## src/rtl/cvp14_pkg.sv

```systemverilog
// Shared CVP14 execute-stage definitions: functype encoding, vector geometry
// and the vector memory sequencer state encoding.
package cvp14_pkg;

  localparam int unsigned VLEN   = 16;
  localparam int unsigned ELEM_W = 16;
  localparam int unsigned ADDR_W = 16;
  localparam int unsigned FT_W   = 4;

  // Functype encoding shared with the picker
  localparam logic [FT_W-1:0] VADD = 4'b0000;
  localparam logic [FT_W-1:0] VDOT = 4'b0001;
  localparam logic [FT_W-1:0] SMUL = 4'b0010;
  localparam logic [FT_W-1:0] SST  = 4'b0011;
  localparam logic [FT_W-1:0] VLD  = 4'b0100;
  localparam logic [FT_W-1:0] VST  = 4'b0101;
  localparam logic [FT_W-1:0] SLL  = 4'b0110;
  localparam logic [FT_W-1:0] SLH  = 4'b0111;
  localparam logic [FT_W-1:0] NOP  = 4'b1111;

  typedef enum logic [1:0] {
    ST_IDLE  = 2'd0,
    ST_RUN   = 2'd1,
    ST_DRAIN = 2'd2,
    ST_DONE  = 2'd3
  } vmem_state_e;

  function automatic logic is_vmem_op(input logic [FT_W-1:0] ft);
    return (ft == VLD) || (ft == VST);
  endfunction

endpackage

```

## src/rtl/vmem_addr_gen.sv

```systemverilog
// Vector memory address generator: holds the transfer base and element
// counter and presents a registered word address of base + i.
module vmem_addr_gen
  import cvp14_pkg::*;
#(
  parameter int unsigned N_ELEM = VLEN,
  parameter int unsigned AW     = ADDR_W,
  localparam int unsigned IDX_W = (N_ELEM > 1) ? $clog2(N_ELEM) : 1
) (
  input  logic             clk,
  input  logic             rst_n,
  input  logic             load,
  input  logic             adv,
  input  logic [AW-1:0]    op1,
  input  logic [AW-1:0]    op2,
  output logic [AW-1:0]    mem_addr,
  output logic [IDX_W-1:0] i,
  output logic [IDX_W-1:0] i_nxt_c,
  output logic             last
);

  logic [AW-1:0]    base_q, base_d;
  logic [AW-1:0]    addr_q, addr_d;
  logic [IDX_W-1:0] cnt_q, cnt_d;
  logic             last_q, last_d;

  // Address is recomputed from next base/count so it is valid from the first RUN cycle
  always_comb begin
    base_d = base_q;
    cnt_d  = cnt_q;
    if (load) begin
      base_d = op1 + op2;
      cnt_d  = '0;
    end else if (adv) begin
      cnt_d = cnt_q + IDX_W'(1);
    end
    addr_d = base_d + AW'(cnt_d);
    last_d = (cnt_d == IDX_W'(N_ELEM - 1));
  end

  always_ff @(posedge clk or negedge rst_n) begin
    if (!rst_n) begin
      base_q <= '0;
      addr_q <= '0;
      cnt_q  <= '0;
      last_q <= 1'b0;
    end else begin
      base_q <= base_d;
      addr_q <= addr_d;
      cnt_q  <= cnt_d;
      last_q <= last_d;
    end
  end

  assign mem_addr = addr_q;
  assign i        = cnt_q;
  assign i_nxt_c  = cnt_d;
  assign last     = last_q;

endmodule

```

## src/rtl/vector_mem_seq.sv

```systemverilog
// Vector memory sequencer: moves one vector between the VRF and the 16-bit
// memory port one element per beat. `VMEM_STALL_EN enables mem_rdy back-pressure.
module vector_mem_seq #(
  parameter int unsigned VLEN   = cvp14_pkg::VLEN,
  parameter int unsigned ELEM_W = cvp14_pkg::ELEM_W
) (
  input  logic                         clk,
  input  logic                         rst_n,
  input  logic                         start,
  input  logic [cvp14_pkg::FT_W-1:0]   functype,
  input  logic [cvp14_pkg::ADDR_W-1:0] op1,
  input  logic [cvp14_pkg::ADDR_W-1:0] op2,
  input  logic [VLEN*ELEM_W-1:0]       st_vec,
  output logic                         mem_req,
  output logic                         mem_we,
  output logic [cvp14_pkg::ADDR_W-1:0] mem_addr,
  output logic [ELEM_W-1:0]            mem_wdata,
  input  logic                         mem_rdy,
  input  logic [ELEM_W-1:0]            mem_rdata,
  output logic [VLEN*ELEM_W-1:0]       ld_vec,
  output logic                         vreg_we,
  output logic                         busy,
  output logic                         done
);

  import cvp14_pkg::*;

  localparam int unsigned VEC_W = VLEN * ELEM_W;
  localparam int unsigned IDX_W = (VLEN > 1) ? $clog2(VLEN) : 1;

  vmem_state_e state_q, state_d;

  logic             is_ld_q, is_ld_d;
  logic [VEC_W-1:0] st_q, st_d;
  logic [VEC_W-1:0] ld_q, ld_d;
  logic             cap_q, cap_d;
  logic [IDX_W-1:0] cap_idx_q, cap_idx_d;
  logic             mem_req_q, mem_req_d;
  logic             mem_we_q, mem_we_d;
  logic [ELEM_W-1:0] mem_wdata_q, mem_wdata_d;
  logic             vreg_we_q, vreg_we_d;
  logic             busy_q, busy_d;
  logic             done_q, done_d;

  logic             rdy_eff_c;
  logic             accept_c;
  logic             load_c;
  logic [IDX_W-1:0] idx;
  logic [IDX_W-1:0] idx_nxt_c;
  logic             last;

`ifdef VMEM_STALL_EN
  assign rdy_eff_c = mem_rdy;
`else
  logic unused_mem_rdy;
  assign unused_mem_rdy = mem_rdy;
  assign rdy_eff_c      = 1'b1;
`endif

  assign accept_c = (state_q == ST_RUN) && rdy_eff_c;

  vmem_addr_gen #(
    .N_ELEM (VLEN),
    .AW     (ADDR_W)
  ) u_addr_gen (
    .clk      (clk),
    .rst_n    (rst_n),
    .load     (load_c),
    .adv      (accept_c),
    .op1      (op1),
    .op2      (op2),
    .mem_addr (mem_addr),
    .i        (idx),
    .i_nxt_c  (idx_nxt_c),
    .last     (last)
  );

  // Next-state logic
  always_comb begin
    state_d = state_q;
    is_ld_d = is_ld_q;
    st_d    = st_q;
    load_c  = 1'b0;
    case (state_q)
      ST_IDLE: begin
        if (start && is_vmem_op(functype)) begin
          load_c  = 1'b1;
          is_ld_d = (functype == VLD);
          st_d    = st_vec;
          state_d = ST_RUN;
        end
      end
      ST_RUN: begin
        if (accept_c && last) begin
          state_d = is_ld_q ? ST_DRAIN : ST_DONE;
        end
      end
      ST_DRAIN: state_d = ST_DONE;
      ST_DONE:  state_d = ST_IDLE;
      default:  state_d = ST_IDLE;
    endcase
  end

  // Registered outputs decoded from the next state; read data lands one cycle after its beat
  always_comb begin
    mem_req_d   = (state_d == ST_RUN);
    mem_we_d    = (state_d == ST_RUN) && !is_ld_d;
    busy_d      = (state_d != ST_IDLE);
    done_d      = (state_d == ST_DONE);
    vreg_we_d   = (state_d == ST_DONE) && is_ld_d;
    mem_wdata_d = mem_wdata_q;
    if ((state_d == ST_RUN) && !is_ld_d) begin
      mem_wdata_d = st_d[32'(idx_nxt_c) * ELEM_W +: ELEM_W];
    end
    cap_d     = accept_c && is_ld_q;
    cap_idx_d = idx;
    ld_d      = ld_q;
    if (cap_q) begin
      ld_d[32'(cap_idx_q) * ELEM_W +: ELEM_W] = mem_rdata;
    end
  end

  always_ff @(posedge clk or negedge rst_n) begin
    if (!rst_n) begin
      state_q     <= ST_IDLE;
      is_ld_q     <= 1'b0;
      st_q        <= '0;
      ld_q        <= '0;
      cap_q       <= 1'b0;
      cap_idx_q   <= '0;
      mem_req_q   <= 1'b0;
      mem_we_q    <= 1'b0;
      mem_wdata_q <= '0;
      vreg_we_q   <= 1'b0;
      busy_q      <= 1'b0;
      done_q      <= 1'b0;
    end else begin
      state_q     <= state_d;
      is_ld_q     <= is_ld_d;
      st_q        <= st_d;
      ld_q        <= ld_d;
      cap_q       <= cap_d;
      cap_idx_q   <= cap_idx_d;
      mem_req_q   <= mem_req_d;
      mem_we_q    <= mem_we_d;
      mem_wdata_q <= mem_wdata_d;
      vreg_we_q   <= vreg_we_d;
      busy_q      <= busy_d;
      done_q      <= done_d;
    end
  end

  assign mem_req   = mem_req_q;
  assign mem_we    = mem_we_q;
  assign mem_wdata = mem_wdata_q;
  assign ld_vec    = ld_q;
  assign vreg_we   = vreg_we_q;
  assign busy      = busy_q;
  assign done      = done_q;

endmodule

```

## config.mk

```make
export PLATFORM = sky130hd
export DESIGN_NAME = vector_mem_seq
export DESIGN_NICKNAME = d
export VERILOG_FILES = /design/src/rtl/cvp14_pkg.sv /design/src/rtl/vmem_addr_gen.sv /design/src/rtl/vector_mem_seq.sv
export SDC_FILE = /design/constraint.sdc
export NUM_CORES = 1
export LEC_CHECK = 0
export CAP_MARGIN = 20
export CORE_AREA = 4 4 235 237
export DETAILED_ROUTE_END_ITERATION = 6
export DIE_AREA = 0 0 239 241
export GPL_TIMING_DRIVEN = 0
export PLACE_DENSITY_LB_ADDON = 0.25
export SETUP_SLACK_MARGIN = 0.5
export SLEW_MARGIN = 20
export SYNTH_ARGS = -nofsm -noshare
export SYNTH_HDL_FRONTEND = slang
export SYNTH_SLANG_ARGS = --single-unit
```

## constraint.sdc

```tcl
create_clock -name clk -period 7.85 [get_ports clk]
set_input_delay 2.355 -clock clk [delete_from_list [all_inputs] [get_ports clk]]
set_output_delay 2.355 -clock clk [all_outputs]
set_load 0.02 [all_outputs]
```

==> impl_metrics.tcl <==
set metrics [dict create \
    run_status "complete, no violations" \
    max-cap-violations 0 \
    final-max-slew-violation-count 0 \
    layout.nets 3615 \
    netlist_area_um2 25300 \
    cts.hold.buffers_added 0 \
    dieHeight_um 241 \
    dp_hpwl_um 73600 \
    antenna_found_initial 18 \
    clkLatencyLatePin_ns 0.62 \
    ir_worst_vdd_mv 0.249 \
    fill_cell_total_of_the_finished_layout 4257 \
    num_vias 23000 \
    post-route-min-period_ns 7.03 \
    vias_in_the_first_global_route 23000 \
    fp-row-count 85 \
    postSynth.topFlopCell "sky130_fd_sc_hd__dfrtp_1" \
    drt-initial-drc-count 1862 \
    ys_ff_latch 578 \
    grt_setup_unrepaired "no" \
    mostFrequentLayoutCell "sky130_fd_sc_hd__nand2_1" \
    clkSlewWorstSetupHoldPaths_ns 0.06 \
    grt_first_pass_wirelength_um 142000 \
    max_clock_freq_mhz 142 \
    top_level_ports 605 \
    ant_nets 0 \
    multiInputGateArea_um2 9940 \
    critPathKind "primary input to flop" \
    final_layout_size_suffix_gt1_share_pct 9.53 \
    crit_fanout 10 \
    synthesis.nets 2961 \
    skew_ns 0.0240 \
    intPower_mw 9.18 \
    final_setup_margin_ns 0.815 \
    clock_sinks 578 \
    synth_top_area_share_pct 57.2 \
    placement.io_buffers 587 \
    power.share.switching_pct 43.6 \
    power.share.clock_pct 18.6 \
    cts-htree-levels 2 \
    hold_path_depth 0 \
    synthArstFlopShare_pct 100 \
    power.static_leakage_nw 15.5 \
    share_seq_of_total_power_pct 30.6 \
    avgViaCountPerCell 5.70 \
    dieWidth_um 239 \
    synth_area_leaders "sky130_fd_sc_hd__dfrtp_1 (57%), sky130_fd_sc_hd__nand2_1 (12%), sky130_fd_sc_hd__mux2_2 (6.6%)" \
    final.period_utilization_pct 89.6 \
    avgSynthCellArea_um2 9.63 \
    timing.reg2reg.worst_path_depth 17 \
    gr-usage-all-layers_pct 32.5 \
    netlist_instances 2625 \
    tritoncts "yes" \
    worst_setup_path_end_kind "flop" \
    power.combinational.fraction_pct 50.8 \
    hold_ws_ns 0.401 \
    starting_density_of_the_core_pct 47.5 \
    avgRoutedWirePerCell_um 24.0 \
    cp.required_ns 8.33 \
    areaGrowthSynthToFinish_pct 35.8 \
    globalRoute.totalOverflow 0 \
    finish.utilization_pct 64.5 \
    powerDensity_nw_per_um2 474 \
    gp_congestion 0.947 \
    drc 0 \
    post-place-ws_ns 0.217 \
    timing.max_slew.rel_slack_pct 25.9 \
    ctsRootBufferMaster "sky130_fd_sc_hd__clkbuf_16" \
    syn_warnings 0 \
    seqCellArea_um2 14500 \
    timing_worst_slew_pin_value_ns 1.10 \
    arrival_time_of_the_worst_setup_path_ns 7.51 \
    leading_area_contributor_after_synthesis "sky130_fd_sc_hd__dfrtp_1" \
    area_of_the_placeable_core_um2 53300 \
    cts.path.max_buffers 3 \
    highest_count_cells_in_the_layout_ignoring_fill_and_taps "sky130_fd_sc_hd__nand2_1 (824), sky130_fd_sc_hd__clkdlybuf4s50_1 (586), sky130_fd_sc_hd__dfrtp_1 (578)" \
    cts.repair.resized 0 \
    critPathLaunchType "primary input" \
    final_hold_viol_count 0 \
    synth_sequential_area_ratio_pct 57.2 \
    firstDrtPassIters 6 \
    die_area_um2 57600 \
    setup_violations 0 \
    cts_inserted_buffers 59 \
    synth_enable_flop_cells 0 \
    largest_net_degree_at_the_start_of_global_routing 108 \
    totalWireLength_um 97000 \
    number_of_setup_buffers_added_after_cts 0 \
    netSwitchingPower_mw 7.09 \
    fin_tns_setup_ns 0 \
    synth_cell_type_count 64 \
    worstHoldPathType "flop to flop" \
]
## Yosys cell counts, drive strengths merged (14+ instances only)
master and number:
a211oi 23, a21oi 47, a31oi 44, buf 69, clkbuf 124, dfrtp 578, ha 22, inv 24
mux2 149, nand2 824, nand2b 20, nand3 19, nor2 182, nor3 42, o211ai 18, o21ai 200
o31ai 106, xnor2 14
## registers in the layout, indices dropped and copies added, names as in the netlist
signal	count
u_addr_gen.base_q	16
vreg_we	1
mem_req	1
mem_wdata	16
state_q	2
cap_q	1
ld_vec	256
done	1
u_addr_gen.last	1
cap_idx_q	4
mem_we	1
st_q	256
busy	1
u_addr_gen.mem_addr	16
u_addr_gen.i	4
is_ld_q	1
## kinds of logic after synthesis
| kind of cell | synth area share [%] |
|---|---|
| DFF | 57.2 |
| muxes | 6.87 |
| xor gates and xnor gates | 0.901 |
| and+or+nand+nor | 18.0 |
| AOI/OAI and AO/OA | 12.3 |
| adders and majority gates | 1.25 |
| buffers and inverters | 3.51 |
## routing by layer
metal | GRT usage (%) | up-vias | wire, um | part of all wire, %
met1 | 40.6 | 11200 | 36000 | 37
met3 | 6.63 | 299 | 8710 | 9.0
met5 | 0 | - | 11 | 0.011
li1 | - | 10200 | - | -
met2 | 53.8 | 1305 | 46600 | 48
met4 | 17.1 | 2 | 5570 | 5.7
## metrics by stage
step / cell area [um2] / power [mW] / cells
5_1_grt: 34300 / 17.1 / 4040
3_3_place_gp: 32000 / 13.0 / 3908
4_1_cts: 34300 / 16.2 / 4024
6_report: 34300 / 16.3 / 4043
2_1_floorplan: 25300 / 9.52 / 2625
3_5_place_dp: 32200 / 13.1 / 3914
## final timing paths
path                       slack, ns             from                      end
max                             0.82      functype[3]  u_addr_gen.mem_addr[12]
min                             0.40  u_addr_gen.i[3]             cap_idx_q[3]
max reg2reg                     2.75       state_q[1]  u_addr_gen.mem_addr[12]
min reg2reg                     0.40  u_addr_gen.i[3]             cap_idx_q[3]
max in group asynchronous       4.89            rst_n                st_q[253]
min in group asynchronous       1.65            rst_n              ld_vec[252]
## final cells by class
class	instances	share of cell area (%)
repair buffers	593	17.6
clock buffers	84	5.08
multi-input cells	1830	28.9
clock inverters	26	1.01
well taps	696	2.54
diodes	19	0.138
plain buffers	193	2.32
inverters	24	0.262
flip-flops and latches	578	42.1
## power groups by stage
stage / clock network, mW / logic (mW) / registers, mW
after global routing: 3.17 / 8.83 / 5.08
after CTS: 3.04 / 8.17 / 4.96
after detailed placement: 0 / 8.10 / 5.00
after floorplan: 0 / 3.98 / 5.55
after global placement: 0 / 7.95 / 5.01
final: 3.03 / 8.27 / 4.97
## worst max-delay path, cell delays in order
cell	delay (ns)
sky130_fd_sc_hd__clkdlybuf4s50_1	0.49
sky130_fd_sc_hd__nor2_1	0.10
sky130_fd_sc_hd__nand4_2	0.33
sky130_fd_sc_hd__buf_2	0.34
sky130_fd_sc_hd__buf_2	0.44
sky130_fd_sc_hd__buf_2	0.33
sky130_fd_sc_hd__buf_1	0.60
sky130_fd_sc_hd__clkbuf_1	0.46
sky130_fd_sc_hd__nand2_1	0.11
sky130_fd_sc_hd__nand2_1	0.11
sky130_fd_sc_hd__ha_1	0.25
sky130_fd_sc_hd__fa_1	0.25
sky130_fd_sc_hd__a21o_1	0.12
sky130_fd_sc_hd__a21oi_1	0.09
sky130_fd_sc_hd__nor3_1	0.28
sky130_fd_sc_hd__nand3_1	0.24
sky130_fd_sc_hd__or4_1	0.46
sky130_fd_sc_hd__xnor2_1	0.14
No activity file was read; power rests on OpenSTA's default activity.
